$ cat src/rtl/switch_arb_pkg.sv
// Shared types and helpers for the switch egress/ingress arbiters.
package switch_arb_pkg;

  localparam int unsigned NUM_PORTS = 4;

  typedef logic [NUM_PORTS-1:0] port_oh_t;
  typedef logic [1:0]           port_idx_t;

  typedef enum logic {
    IDLE   = 1'b0,
    LOCKED = 1'b1
  } arb_state_t;

  // One-hot to index; a zero vector maps to index 0.
  function automatic port_idx_t oh2idx(input port_oh_t oh);
    port_idx_t idx;
    idx = '0;
    for (int unsigned i = 0; i < NUM_PORTS; i++) begin
      if (oh[i]) idx = port_idx_t'(i);
    end
    return idx;
  endfunction

  function automatic port_oh_t idx2oh(input port_idx_t idx);
    return port_oh_t'(1) << idx;
  endfunction

endpackage

$ cat src/rtl/rr_pick4.sv
// Combinational rotate-priority picker: first set req bit starting at ptr+1.
module rr_pick4
  import switch_arb_pkg::*;
(
  input  port_oh_t  req,
  input  port_idx_t ptr,
  output port_oh_t  grant_next
);

  always_comb begin
    logic      found;
    port_idx_t idx;
    grant_next = '0;
    found      = 1'b0;
    idx        = '0;
    for (int unsigned k = 1; k <= NUM_PORTS; k++) begin
      idx = port_idx_t'(32'(ptr) + k);
      if (!found && req[idx]) begin
        grant_next = idx2oh(idx);
        found      = 1'b1;
      end
    end
  end

endmodule

$ cat src/rtl/rr_frame_arbiter4.sv
// Round-robin, frame-locked 4-port egress arbiter with a stall watchdog.
module rr_frame_arbiter4
  import switch_arb_pkg::*;
#(
  parameter int unsigned TIMEOUT = 1024
) (
  input  logic                 clk,
  input  logic                 rst_n,
  input  logic [NUM_PORTS-1:0] req,
  input  logic [NUM_PORTS-1:0] in_valid,
  input  logic [NUM_PORTS-1:0] in_last,
  output logic [NUM_PORTS-1:0] in_ready,
  output logic                 out_valid,
  input  logic                 out_ready,
  output logic [NUM_PORTS-1:0] grant,
  output logic                 busy,
  output logic                 timeout_err
);

  localparam int unsigned CNT_W = (TIMEOUT == 0) ? 1 : $clog2(TIMEOUT + 1);
  localparam logic        WD_EN = (TIMEOUT != 0);

  arb_state_t       state_q, state_d;
  port_oh_t         grant_q, grant_d;
  port_idx_t        ptr_q,   ptr_d;
  logic [CNT_W-1:0] cnt_q,   cnt_d;
  logic             terr_q,  terr_d;

  port_oh_t  pick_idle;
  port_oh_t  pick_hand;
  port_idx_t cur_idx;
  logic      beat;
  logic      last_beat;
  logic      wd_expire;

  // Fresh arbitration from IDLE uses the stored pointer.
  rr_pick4 u_pick_idle (
    .req        (req),
    .ptr        (ptr_q),
    .grant_next (pick_idle)
  );

  // Handover excludes the current winner and rotates from it.
  rr_pick4 u_pick_hand (
    .req        (req & ~grant_q),
    .ptr        (cur_idx),
    .grant_next (pick_hand)
  );

  assign cur_idx   = oh2idx(grant_q);
  assign out_valid = |(grant_q & in_valid);
  assign in_ready  = grant_q & {NUM_PORTS{out_ready}};
  assign beat      = out_valid & out_ready;
  assign last_beat = beat & (|(grant_q & in_last));

  if (TIMEOUT == 0) begin : g_no_wd
    assign wd_expire = 1'b0;
  end else begin : g_wd
    assign wd_expire = (cnt_q == CNT_W'(TIMEOUT - 1));
  end

  always_ff @(posedge clk or negedge rst_n) begin
    if (!rst_n) begin
      state_q <= IDLE;
      grant_q <= '0;
      ptr_q   <= port_idx_t'(NUM_PORTS - 1);
      cnt_q   <= '0;
      terr_q  <= 1'b0;
    end else begin
      state_q <= state_d;
      grant_q <= grant_d;
      ptr_q   <= ptr_d;
      cnt_q   <= cnt_d;
      terr_q  <= terr_d;
    end
  end

  // Next-state: a last beat outranks a simultaneous watchdog expiry.
  always_comb begin
    state_d = state_q;
    grant_d = grant_q;
    ptr_d   = ptr_q;
    cnt_d   = cnt_q;
    terr_d  = 1'b0;
    case (state_q)
      IDLE: begin
        cnt_d = '0;
        if (|req) begin
          grant_d = pick_idle;
          state_d = LOCKED;
        end
      end
      LOCKED: begin
        if (last_beat) begin
          ptr_d   = cur_idx;
          cnt_d   = '0;
          grant_d = pick_hand;
          if (pick_hand == '0) state_d = IDLE;
        end else if (beat) begin
          cnt_d = '0;
        end else if (wd_expire) begin
          grant_d = '0;
          state_d = IDLE;
          ptr_d   = cur_idx;
          cnt_d   = '0;
          terr_d  = 1'b1;
        end else if (WD_EN) begin
          cnt_d = cnt_q + CNT_W'(1);
        end
      end
      default: begin
        state_d = IDLE;
        grant_d = '0;
      end
    endcase
  end

  assign grant       = grant_q;
  assign busy        = (state_q == LOCKED);
  assign timeout_err = terr_q;

  ast_grant_onehot0: assert property (@(posedge clk) disable iff (!rst_n)
    $onehot0(grant_q));
  ast_ready_subset: assert property (@(posedge clk) disable iff (!rst_n)
    ((in_ready & ~grant_q) == '0));
  ast_busy_grant: assert property (@(posedge clk) disable iff (!rst_n)
    (busy == (grant_q != '0)));

endmodule

$ cat config.mk
export PLATFORM = sky130hd
export DESIGN_NAME = rr_frame_arbiter4
export DESIGN_NICKNAME = d
export VERILOG_FILES = /design/src/rtl/switch_arb_pkg.sv /design/src/rtl/rr_pick4.sv /design/src/rtl/rr_frame_arbiter4.sv
export SDC_FILE = /design/constraint.sdc
export NUM_CORES = 1
export LEC_CHECK = 0
export BUFFER_PORTS_ARGS = -buffer_cell sky130_fd_sc_hd__buf_2
export CORE_UTILIZATION = 29
export DETAILED_ROUTE_END_ITERATION = 6
export GPL_TIMING_DRIVEN = 0
export PLACE_DENSITY = 0.53
export REMOVE_ABC_BUFFERS = 1
export SLEW_MARGIN = 20
export SYNTH_ARGS = -nofsm -noshare
export SYNTH_HDL_FRONTEND = slang
export SYNTH_SLANG_ARGS = --single-unit
$ cat constraint.sdc
create_clock -name clk -period 2.9 [get_ports clk]
set_clock_uncertainty 0.05 [all_clocks]
set_input_delay 0 -clock clk [delete_from_list [all_inputs] [get_ports clk]]
set_output_delay 0 -clock clk [all_outputs]
set_load 0.01 [all_outputs]
* After elaboration in Yosys (flattened, before gate mapping)
Index checks and enable logic that the tools add are counted.
Operators by class: $add $sub $neg 9, order comparisons 8, equality and inequality tests 5, shift-type cells 8, mux-type cells 55, bitwise operators 8, reductions and logical operators 19
Operator list (count):
- $mux 4 | 12
- $mux 11 | 3
- $shl 1x2->4 const A | 8
- $lt 2x3->1 const B | 8
- $mux 1 | 24
- $pmux 11 s2 | 1
- $and 4x4->4 | 4
- $bmux 1 s2 | 8
- $reduce_or 4->1 | 3
- $add 11x1->11 const B | 1
- $eq 11x10->1 const B | 1
- $mux 2 | 5
- $add 2x1->2 const B | 4
- $add 2x2->2 const B | 4
- $pmux 4 s2 | 1
- $logic_and 1x1->1 | 6
- $logic_not 1->1 | 6
- $reduce_and 3->1 | 2
- $logic_not 4->1 | 1
- $not 4->4 | 1
- $ne 3x1->1 const B | 1
- $ne 3x2->1 const B | 1
- $and 1x1->1 | 2
- $ne 2x1->1 const B | 1
- other kinds (4) | 4
Storage, ports and cells: bits in registers 19, input bits 15, output and inout bits 11, logic and storage cells 117

* Logic depth before layout (Yosys ltp)
Gate-level depths: netlist of run 1.
depth after elaboration 20, gate-level depth with buffers 10, mapped depth without buffers 9

* By module
Synthesis of run 1 repeated with hierarchy kept, for this count alone.
Unflattened totals: cell total of the unflattened synthesis 177, area total of the unflattened synthesis 1769.2 µm²
Modules (own cells, without submodules):
- rr_frame_arbiter4 | times used 1, cells each 97, area an instance 1031.0 µm²
- rr_pick4 | times used 2, cells each 40, area an instance 369.1 µm²

* Worst setup path before layout of run 1
OpenSTA, ideal clock, no wires.
path type flip-flop to flip-flop, from register grant_q[3] (netlist: grant[3]), to register grant_q[0] (netlist: grant[0]), setup time 0.124 ns, arrival time 2.579 ns, required time 2.726 ns, setup slack 0.147 ns, cell stages (with the launch flop) 10, buffers on the path 1, clock period less this slack 2.753 ns, cell sequence dfrtp_1 > buf_2 > or2_2 > ha_1 > a21boi_0 > a2bb2oi_2 > mux2_2 > o221ai_1 > nor2_1 > a211o_1
On the way: cells in the longest elaborated chain, start to end 16
Ends and longest elaborated chain:
- from (decl) | line rr_frame_arbiter4.sv:24 | port_oh_t grant_q, grant_d;
- from (signal assigned) | line rr_frame_arbiter4.sv:71 | grant_q <= grant_d;
- $mux 2 * | line switch_arb_pkg.sv:19 | if (oh[i]) idx = port_idx_t'(i);
- via cur_idx[1] | line rr_frame_arbiter4.sv:31 | port_idx_t cur_idx;
- $add 2x1->2 | line rr_pick4.sv:17 | idx = port_idx_t'(32'(ptr) + k);
- $bmux 1 s2 | line rr_pick4.sv:18 | if (!found && req[idx]) begin
- $mux 1 (implied by the code) | line rr_pick4.sv:18
- $mux 1 | line rr_pick4.sv:18
- $logic_not 1->1 | line rr_pick4.sv:18
- $logic_and 1x1->1 | line rr_pick4.sv:18
- $mux 1 | line rr_pick4.sv:18
- $logic_not 1->1 | line rr_pick4.sv:18
- $logic_and 1x1->1 | line rr_pick4.sv:18
- $mux 1 | line rr_pick4.sv:18
- $logic_not 1->1 | line rr_pick4.sv:18
- $logic_and 1x1->1 | line rr_pick4.sv:18
- $mux 4 * | line rr_pick4.sv:18
- $mux 4 * | line rr_frame_arbiter4.sv:94 | if (last_beat) begin
- $pmux 4 s2 * | line rr_frame_arbiter4.sv:85 | case (state_q)
The timed path passes the listed nets; every way through them passes the cells marked *. The select of a mux whose other input is x is not followed. A chain may end at the register's enable or synchronous reset.

* Worst setup path in the final report of run 1
from register grant_q[2] (netlist: grant[2]), to register grant_q[0] (netlist: grant[0])
On the way: cells in the longest elaborated chain, start to end 17
Ends and longest elaborated chain (line):
- $mux 2 * (2 in series) | switch_arb_pkg.sv:19
- via cur_idx[1] | rr_frame_arbiter4.sv:31
- $add 2x1->2 | rr_pick4.sv:17
- $bmux 1 s2 | rr_pick4.sv:18
- $mux 1 (implied by the code) | rr_pick4.sv:18
- $mux 1 | rr_pick4.sv:18
- $logic_not 1->1 | rr_pick4.sv:18
- $logic_and 1x1->1 | rr_pick4.sv:18
- $mux 1 | rr_pick4.sv:18
- $logic_not 1->1 | rr_pick4.sv:18
- $logic_and 1x1->1 | rr_pick4.sv:18
- $mux 1 | rr_pick4.sv:18
- $logic_not 1->1 | rr_pick4.sv:18
- $logic_and 1x1->1 | rr_pick4.sv:18
- $mux 4 * | rr_pick4.sv:18
- $mux 4 * | rr_frame_arbiter4.sv:94
- $pmux 4 s2 * | rr_frame_arbiter4.sv:85
Marked as above.

==> metrics.md, run 1 <==
| Metric | Value |
|---|---|
| Status | `finished, final reports clean` |
| DRT Pass-1 Iters | `4` |
| Final worst slack | `approximately 120 ps` |
| Reg2reg start | `grant[2]` |
| Synth warnings | `0` |
| Setup TNS | `0 ps` |
| Via count | `1511` |
| Max Freq | `around 360 MHz` |
| Final instance count without filler cells | `301` |
| All-layer global routing usage | `0.1369` |
| DP Area | `1954 um^2` |
| Fin crit period | `2775 ps` |
| Die width | `80.25 um` |
| I/O Pins | `26` |
| Sequential element share of the synthesized area | `0.2692` |
| CP Capture Type | `flip-flop` |
| Crit path DAT | `about 2900 ps` |
| Routed length per placed instance | `between 10 and 15 um` |
| Row Count | `28` |
| Most frequent cells after synthesis | `21 x nor2_1, 17 x dfrtp_1, 16 x ha_1, 15 x nand2_1, 9 x a21oi_1` |
| Top cells by area, synth | `dfrtp_1 24%, ha_1 11%, nor2_1 4.4%` |
| Die height | `approximately 80 um` |
| Pwr dens | `~960 nW/um^2` |
| First-pass GRT wire length | `~7000 um` |
| DR vias/cell | `5.020` |
| PortBufs | `25` |
| Max-capacitance violation count | `0` |
| Most frequent cell after synthesis | `nor2_1` |
| Overall power | `approximately 0.0020 W` |
| Leakage | `approximately 1.0 nW` |
| Top_reg_cell synth | `dfrtp_1` |
| #FFs+latches synth | `19` |
| Fillers | `around 620` |
| Tcrit/Tclk final | `0.9570` |
| Tightest Pin Transition | `between 500 and 600 ps` |
| Place WS | `-350.8 ps` |
| Cells after Synth | `193` |
| Area growth from synthesis to layout | `18.46%` |
| Layout cells sized above 1 | `0.2876` |
| # diodes | `0` |
| Routed Antenna Nets | `0` |
| Final Cell Area | `between 2000 and 2500 um^2` |
| Initial core utilization | `0.2999` |
| DRC viols | `0` |
| Initial antenna violation count | `0` |
| Slew Viols, Final | `0` |
| Number of synthesized flops with an enable pin | `0` |
| Core area | `roughly 5900 um^2` |
| WS Path Type | `reg2reg` |
| Synthesized area | `between 1500 and 2000 um^2` |
| Critical Path Start | `grant[2]` |
| Die area | `approximately 6400 um^2` |
| Vias in the first global route | `around 1400` |
| Final nets | `around 260` |
| Final setup vio count | `0` |
| Max_slew headroom | `0.6580` |
| Final hold vios | `0` |
| Avg Inst Size Synth | `approximately 9 um^2` |
| Largest net degree at the start of global routing | `20` |
| Required @ worst endpoint | `about 3000 ps` |
| Distinct cells, synth | `53` |
| Peak supply drop | `0.5149 mV` |
| Num Clock Sinks | `19` |
| Gpl congestion | `slightly above 0.8` |
| Clk_lat worst skew | `~250 ps` |
| Post-synth top area share | `0.2396` |
| Crit-path max FO | `7` |
| Detailed-placement wirelength estimate | `3024 um` |
| Synth async-reset ratio | `1.000` |
| Worst-path clk slew | `80 ps` |
| Synth area leader | `dfrtp_1` |
| Maximum clock path buffer count | `2` |
| Min-Delay Path Class | `in2async` |
| CTS tree | `done` |
| CTS Buf Count | `3` |
| GR Overflow Total | `0` |
| CTS Root Cell | `clkbuf_8` |
| H-Tree Depth | `1` |
| Cell total after placement | `about 290` |
| Crit start category | `flip-flop` |
| Initial DRC Count | `between 80 and 90` |
| Routed wire length | `just over 4000 um` |
through the flow:
step / utilization / hold WS [ps]
after detailed placement: 0.3301 / -88.64
after floorplan: - / -345.6
after global placement: 0.3301 / -82.43
final: 0.3552 / 155.4
after global routing: 0.3552 / 185.5
after CTS: 0.3453 / 170.1
cell families (layout without fill, tap and decap cells):
kind of cell | Yosys count | in the layout | synth area share
fa+ha+maj | 16 | 16 | 0.1128
flops | 19 | 19 | 0.2692
xor+xnor | 8 | 8 | 0.03947
simple gates | 78 | 78 | 0.2375
mux | 13 | 13 | 0.08668
buf+inv | 14 | 47 | 0.03946
compound gates | 45 | 45 | 0.2149
report_power, final:
group / total, W / switching (W) / internal, W
combinational: 0.00137 / 0.000729 / 0.000643
clock: 0.000186 / 0.0000909 / 0.0000954
sequential: 0.000469 / 0.000114 / 0.000354
path summary, 6_finish.rpt:
check	endpoint	slack, ps	cells after the start
worst max register to register	grant[0]	120	8
max in group asynchronous	grant[3]	2310	2
worst max-delay path	grant[0]	120	8
worst min-delay path	cnt_q[5]	160	2
worst min register to register	cnt_q[7]	490	2
min in group clk	busy	200	4
layout by cell type, fill, tap and decap left out, types with 5 or more instances in the layout:
cell,Yosys,routed
buf_2,1,25
nor2_1,21,20
ha_1,16,16
nand2_1,15,15
dfrtp_1,17,14
a21oi_1,9,9
buf_4,0,9
inv_1,8,8
xor2_1,7,7
mux2i_1,6,6
or2_1,5,5
nand3_1,5,5
nor3b_1,5,5
mux2_2,5,5
flip-flops by register name, indices dropped and copies added (netlist names):
name / flops
cnt_q: 11
grant: 4
ptr_q: 2
busy: 1
timeout_err: 1
critical path, stage by stage (launching register included):
cell and delay, ps:
dfrtp_2 470, or2_2 370, ha_1 380, a21boi_1 190
a2bb2oi_2 250, mux2_2 360, o221ai_1 220, nor2_1 90
a211o_1 270
final cells by class:
class | instances | area (um^2) | area share
well taps | 75 | 93.84 | 0.04462
clock buffers | 3 | 41.29 | 0.01963
multi-input cells | 160 | 1246 | 0.5925
repair buffers | 35 | 202.7 | 0.09637
flip-flops and latches | 19 | 484.2 | 0.2302
clock inverters | 1 | 5.005 | 0.002380
inverters | 8 | 30.03 | 0.01428
layer usage:
layer | vias to the layer above | wire (um) | share of wire | GRT usage
li1 | 770 | - | - | -
met1 | 717 | 2100 | 0.51 | 0.1935
met2 | 20 | 1924 | 0.46 | 0.2197
met3 | 4 | 85 | 0.020 | 0.01364
met4 | 0 | 40 | 0.0096 | 0.03750
met5 | - | 0 | 0 | 0
timing repair:
item / in CTS / in global routing
endpoints found under the hold margin: 19 / 0
hold buffers: 1 / 0
pin swaps: 1 / 1
gates cloned: 0 / 0
gates resized for setup: 8 / 1
buffers inserted: 2 / 7
endpoints found under the setup margin: 5 / 5
No activity file was read; power rests on OpenSTA's default activity.
==> run 2, diff against run 1 <==
Settings changed: CORE_UTILIZATION 29 to 52, PLACE_DENSITY 0.53 to 0.82.
==> run 2 against run 1 <==
Utilization grew 29 points; fmax is essentially flat; final cell count shrank 10%; clock power shrank 30%; global-route usage grew 8.3 points; sequential power grew 4.7%; clock-buffer cell count is the same; final area shrank 2.6%; critical path depth is the same; largest power group unchanged.
==> metrics.md, run 2 (synthesis results as in run 1) <==
| Metric | Value |
|---|---|
| Die area | `3652 um^2 (-43%)` |
| Via count | `1530 (+1.3%)` |
| # diodes | `0 (unchanged)` |
| Fin crit period | `2777 ps (+1.952 ps)` |
| Fillers | `272 (-56%)` |
| I/O Pins | `26 (unchanged)` |
| CTS Root Cell | `clkbuf_4` |
| Tightest Pin Transition | `500.2 ps (-7.457 ps)` |
| RSZ-0062 raised after global routing | `no` |
| Tcrit/Tclk final | `0.9576 (about the same)` |
| Required @ worst endpoint | `3040 ps (+50 ps)` |
| Die height | `60.43 um (-25%)` |
| GR Overflow Total | `0 (unchanged)` |
| Min-Delay Path Class | `in2async` |
| Pwr dens | `958.7 nW/um^2 (-0.52%)` |
| CP Capture Type | `flip-flop` |
| Slew Viols, Final | `0 (unchanged)` |
| CTS tree | `done` |
| Core area | `3153 um^2 (-47%)` |
| First-pass GRT wire length | `6099 um (-11%)` |
| Detailed-placement wirelength estimate | `2782 um (-8.0%)` |
| CTS Buf Count | `3 (unchanged)` |
| Footprint of the multi-input gates | `1242 um^2 (-0.30%)` |
| Max Freq | `360.1 MHz (about the same)` |
| Initial antenna violation count | `0 (unchanged)` |
| Area growth from synthesis to layout | `15.43%` |
| Routed length per placed instance | `14.01 um (+1.7%)` |
| WS Path Type | `reg2reg` |
| Most flops, register | `cnt_q` |
| Max-capacitance violation count | `0 (unchanged)` |
| Maximum clock path buffer count | `2 (unchanged)` |
| DP Area | `1916 um^2 (-2.0%)` |
| Max_slew headroom | `0.6630 (+0.005024)` |
| Crit-path max FO | `9 (+2)` |
| DRT Pass-1 Iters | `6 (+2)` |
| PortBufs | `25 (unchanged)` |
| All-layer global routing usage | `0.2198 (+0.08291)` |
| Peak supply drop | `0.5004 mV (-2.8%)` |
| Final setup vio count | `0 (unchanged)` |
| Initial core utilization | `0.5631 (+0.2632)` |
| DR vias/cell | `5.646 (+12%)` |
| Layout cells sized above 1 | `0.2907 (+0.003138)` |
| Final nets | `259 (+0.39%)` |
| Leakage | `0.9955 nW (-0.49%)` |
| Num Clock Sinks | `19 (unchanged)` |
| Crit start category | `flip-flop` |
| H-Tree Depth | `1 (unchanged)` |
| Vias in the first global route | `1402 (-0.85%)` |
| Commonest non-fill, non-tap cells in the layout | `25 x buf_2, 20 x nor2_1, 15 x nand2_1, 15 x ha_1, 14 x dfrtp_1` |
| Final Cell Area | `2049 um^2 (-2.6%)` |
| Max reg flops | `11 (unchanged)` |
| Status | `finished, final reports clean` |
| Gpl congestion | `0.8219 (+1.8%)` |
| Initial DRC Count | `87 (-1.1%)` |
| Commonest non-fill, non-tap cell in the layout | `buf_2` |
| Routed wire length | `3798 um (-8.5%)` |
| Die width | `60.43 um (-25%)` |
| Crit path DAT | `2910 ps (+40 ps)` |
| Register Area | `484.2 um^2 (unchanged)` |
| Routed Antenna Nets | `0 (unchanged)` |
| Util after Layout | `0.6500 (+0.2948)` |
| DRC viols | `0 (unchanged)` |
| Worst-path clk slew | `110 ps (+30 ps)` |
| Row Count | `20 (-29%)` |
| Final hold vios | `0 (unchanged)` |
| Largest net degree at the start of global routing | `20 (unchanged)` |
| Clk_lat worst skew | `290 ps (+40 ps)` |
run 2: changes by cell type in the layout (fill, tap and decap cells not counted), sizes merged:
cell  change
buf       +1
run 2: per-stage QoR:
| stage | hold WS (ps) | cells | power [W] | setup WS, ps | TNS, ps |
|---|---|---|---|---|---|
| final | 108.3 | 271 | 0.001965 | 122.9 | 0 |
| after global routing | 159.7 | 271 | 0.002124 | 40.04 | 0 |
| after CTS | 120.4 | 261 | 0.001874 | 37.05 | 0 |
| after detailed placement | -94.40 | 256 | 0.001719 | -210.8 | -922.8 |
| after global placement | -103.0 | 256 | 0.001697 | -179.8 | -798.9 |
| after floorplan | -345.6 | 187 | 0.001454 | 153.8 | 0 |
run 2: layer usage:
layer / track usage / wire, um / vias to the layer above
met1: 0.2713 / 1789 / 746
li1: - / - / 762
met3: 0.02345 / 94 / 2
met2: 0.4097 / 1895 / 20
met5: 0 / 0 / -
met4: 0.05195 / 19 / 0
run 2: repair_timing:
item	4_1_cts	5_1_grt
endpoints found under the setup margin	5	4
hold endpoints to repair	19	0
gates resized for setup	7	2
pin swaps	0	1
setup buffers	0	10
hold buffers	1	0
run 2: worst paths after layout:
check                           startpoint     endpoint  slack (ps)  cells after the start
worst min-delay path                 rst_n  timeout_err         110                      2
worst min register to register    cnt_q[0]     cnt_q[0]         490                      1
worst max-delay path              grant[3]     grant[0]         120                      8
max in group asynchronous            rst_n     ptr_q[0]        2370                      2
min in group clk                in_last[1]         busy         140                      4
worst max register to register    grant[3]     grant[0]         120                      8
run 2: power breakdown:
part | total [W] | switching (W) | internal, W
clock network | 0.000131 | 0.0000793 | 0.0000512
registers | 0.000491 | 0.000137 | 0.000354
logic | 0.00134 | 0.000691 | 0.000653
run 2: cell type report:
class / count / area share
Multi-Input combinational cell: 160 / 0.6062
Timing Repair Buffer: 36 / 0.1026
Clock buffer: 3 / 0.01099
Clock inverter: 1 / 0.002442
Inverter: 8 / 0.01465
Sequential cell: 19 / 0.2363
Tap cell: 44 / 0.02686
run 2: worst max-delay path, stage by stage, from the launching register on:
cell and delay (ps):
dfrtp_4 560, or2_2 350, ha_2 330, a21boi_1 170
a2bb2oi_2 270, mux2_2 360, o221ai_1 220, nor2_1 80
a211o_1 270
==> run 3, diff against run 2 <==
Settings changed: ABC_AREA set to 1, PLACE_DENSITY 0.82 to 0.81.
==> run 3 against run 2 <==
Combinational power shrank 17%; die area grew 1.0%; synthesized cell count grew 31%; sequential power shrank 12%; wire length shrank 4.3%; register-to-register slack gained 390 ps; final cell count grew 20%; clock power is essentially flat; non-clock buffer count shrank 10; final area shrank 1.8%; critical path type unchanged; critical endpoint is now busy.
==> metrics.md, run 3 <==
| Metric | Value |
|---|---|
| Top sig layer | `met4` |
| I/O Pins | `26 (unchanged)` |
| RSZ-0062 raised after global routing | `no` |
| Crit start category | `flip-flop` |
| Cells after Synth | `252 (+31%)` |
| Row Count | `20 (unchanged)` |
| Comb pwr share | `0.662 (-0.022)` |
| Leakage | `1.095 nW (+10%)` |
| Core area | `3153 um^2 (unchanged)` |
| Distinct cells, synth | `34 (-36%)` |
| Commonest non-fill, non-tap cells in the layout | `60 x nand2_1, 39 x inv_1, 36 x nand3_1` |
| Gpl congestion | `0.8647 (+5.2%)` |
| #FFs+latches synth | `19 (unchanged)` |
| Util after Layout | `0.6381 (-0.01191)` |
| Synth warnings | `0 (unchanged)` |
| Worst hold path startpoint | `req[3]` |
| Detailed-placement wirelength estimate | `2894 um (+4.0%)` |
| Initial core utilization | `0.5690 (+0.005952)` |
| Vias in the first global route | `1472 (+5.0%)` |
| Post-synth top area share | `0.2371 (-0.002506)` |
| Area growth from synthesis to layout | `12.13%` |
| Crit-path max FO | `8 (-1)` |
| Routed Antenna Nets | `0 (unchanged)` |
| Required @ worst endpoint | `3080 ps (+40 ps)` |
| Max reg flops | `11 (unchanged)` |
| Most flops, register | `cnt_q` |
| Via count | `1649 (+7.8%)` |
| Initial DRC Count | `109 (+25%)` |
| Final nets | `314 (+21%)` |
| Initial antenna violation count | `0 (unchanged)` |
| H-Tree Depth | `1 (unchanged)` |
| Setup TNS | `0 ps (unchanged)` |
| Register share of total power | `0.259 (+0.009)` |
| DRC viols | `0 (unchanged)` |
| Pwr dens | `830.1 nW/um^2 (-13%)` |
| All-layer global routing usage | `0.2171 (-0.002714)` |
| CP Capture Type | `flip-flop` |
| Met1 WL | `1810 um (+1.2%)` |
| Sequential element share of the synthesized area | `0.2664 (-0.002816)` |
| Critical path, cell by cell | `inv_4 > nand2_1 > ha_1 > inv_1 > nand3_2 > nand2_4 > nor2_8 > nand3_1 > nand3_1 > nor2_1 > nand2_1 > nand2_1 > a21oi_2` |
| CTS Root Cell | `clkbuf_4` |
| Int Pwr | `0.0007869 W (-26%)` |
| Crit path DAT | `2570 ps (-340 ps)` |
| Tcrit/Tclk final | `0.8225 (-0.1351)` |
| Most frequent cell after synthesis | `nand2_1` |
| Reg2reg start | `grant[3]` |
| Tightest Pin Transition | `531.0 ps (+30.86 ps)` |
| Maximum clock path buffer count | `2 (unchanged)` |
| Critical Path Start | `grant[3]` |
| Routed wl met3 | `134 um (+43%)` |
| Min-Delay Path Class | `in2reg` |
| Status | `finished, final reports clean` |
| Final hold vios | `0 (unchanged)` |
| Hold Path Stages | `5` |
| Sw Ratio | `0.5289 (+0.06739)` |
| Max-capacitance violation count | `0 (unchanged)` |
| DR vias/cell | `5.058 (-10%)` |
| Worst-path clk slew | `100 ps (about the same)` |
| Peak supply drop | `0.3443 mV (-31%)` |
| Final setup vio count | `0 (unchanged)` |
| PortBufs | `25 (unchanged)` |
| Top cells by area, synth | `dfrtp_1 24%, nand2_1 13%, ha_1 11%` |
| Max Freq | `419.2 MHz (+16%)` |
| First-pass GRT wire length | `6099 um (unchanged)` |
| CTS tree | `done` |
| Largest net degree at the start of global routing | `20 (unchanged)` |
| Commonest non-fill, non-tap cell in the layout | `nand2_1` |
| WS Path Type | `reg2reg` |
| Number of synthesized flops with an enable pin | `0 (unchanged)` |
| Routed wire length | `3634 um (-4.3%)` |
| Max_slew headroom | `0.6422 (-0.02079)` |
| Routed length per placed instance | `11.15 um (-20%)` |
| Synthesized area | `1794 um^2 (+1.1%)` |
| CP max stage delay | `520 ps (-40 ps)` |
| Top_reg_cell synth | `dfrtp_1` |
| Synth area leader | `dfrtp_1` |
| # diodes | `0 (unchanged)` |
| Fin crit period | `2385 ps (-391.8 ps)` |
| Clk_lat worst skew | `290 ps (about the same)` |
| Clock network fraction of total power | `0.078 (+0.012)` |
| Place WS | `536.5 ps (+747.4 ps)` |
| Most frequent CP cell | `nand2_1` |
| Layout cells sized above 1 | `0.2163 (-0.07444)` |
| Slowest cell on crit path | `dfrtp_1` |
| Die area | `3689 um^2 (+1.0%)` |
| Met2 wire length | `1677 um (-12%)` |
| Most frequent cells after synthesis | `60 x nand2_1, 39 x inv_1, 36 x nand3_1, 17 x dfrtp_1, 16 x ha_1` |
| Die height | `60.74 um (+0.51%)` |
| Num Clock Sinks | `19 (unchanged)` |
| Slew Viols, Final | `0 (unchanged)` |
| Synth async-reset ratio | `1.000 (unchanged)` |
| DRT Pass-1 Iters | `4 (-2)` |
| Final worst slack | `514.7 ps (+391.8 ps)` |
| CTS Buf Count | `3 (unchanged)` |
| Avg Inst Size Synth | `7.120 um^2 (-23%)` |
| Post-CTS Setup Inserts | `0 (unchanged)` |
| Buf/Inv on CP | `2 (+2)` |
| Worst Reg-to-Reg Cells | `13 (+5)` |
| Crit-path leading delay family | `simple AND/OR/NAND/NOR gates` |
| Die width | `60.74 um (+0.51%)` |
| WP depth | `13 (+5)` |
| GR Overflow Total | `0 (unchanged)` |
| Sw Pwr | `0.0008833 W (-2.6%)` |
[run 3: worst reg2reg max path: stages, from the launching register on]
cell and delay [ps]:
dfrtp_1 520, inv_4 170, nand2_1 220, ha_1 430, inv_1 100, nand3_2 100
nand2_4 90, nor2_8 150, nand3_1 80, nand3_1 120, nor2_1 50, nand2_1 70
nand2_1 60, a21oi_2 100
[run 3: per-layer routing]
layer | vias up | global-route usage
met5 | - | 0
met4 | 0 | 0.03571
met3 | 2 | 0.04051
met2 | 41 | 0.3595
met1 | 730 | 0.3007
li1 | 876 | -
[run 3: cells by family after synthesis]
| group | share of synthesized area |
|---|---|
| and+or+nand+nor | 0.4038 |
| buffers and inverters | 0.09135 |
| AOI/OAI and AO/OA | 0.1123 |
| DFF | 0.2664 |
| adders and majority gates | 0.1116 |
| xor gates and xnor gates | 0.01465 |
[run 3: worst paths after layout]
| check | to | slack (ps) |
|---|---|---|
| max | busy | 510 |
| min | busy | 80 |
| max reg2reg | busy | 510 |
| min reg2reg | cnt_q[10] | 470 |
| max in group asynchronous | ptr_q[0] | 2370 |
| min in group asynchronous | cnt_q[2] | 110 |
[run 3: metrics by stage]
stage / hold WS, ps / instances / cell area, um^2 / power, W
after detailed placement: -93.35 / 321 / 1974 / 0.001541
after floorplan: -345.6 / 252 / 1794 / 0.001300
after global routing: 107.6 / 326 / 2012 / 0.001849
after global placement: -96.42 / 321 / 1974 / 0.001515
after CTS: 70.12 / 326 / 2012 / 0.001675
final: 79.33 / 326 / 2012 / 0.001670
[run 3: power groups by stage]
stage / clock network (W) / registers [W] / logic [W]
2_1_floorplan: 0 / 0.000421 / 0.000879
3_3_place_gp: 0 / 0.000436 / 0.00108
3_5_place_dp: 0 / 0.000439 / 0.00110
4_1_cts: 0.000135 / 0.000433 / 0.00111
5_1_grt: 0.000149 / 0.000446 / 0.00125
6_report: 0.000130 / 0.000433 / 0.00111
[run 3: final cells by class]
cell class                 instances  area, um^2
timing repair buffer              26       135.1
fill                             305        1141
inverter                          43       163.9
sequential                        19       478.0
tap                               44       55.05
multi-input combinational        190        1152
clock inverter                     1       5.005
clock buffer                       3       22.52
[run 3: what timing repair did]
| action | 4_1_cts | 5_1_grt |
|---|---|---|
| endpoints found under the hold margin | 19 | 0 |
| setup endpoints to repair | 0 | 0 |
| hold buffers | 1 | 0 |
| resized for setup | 0 | 0 |
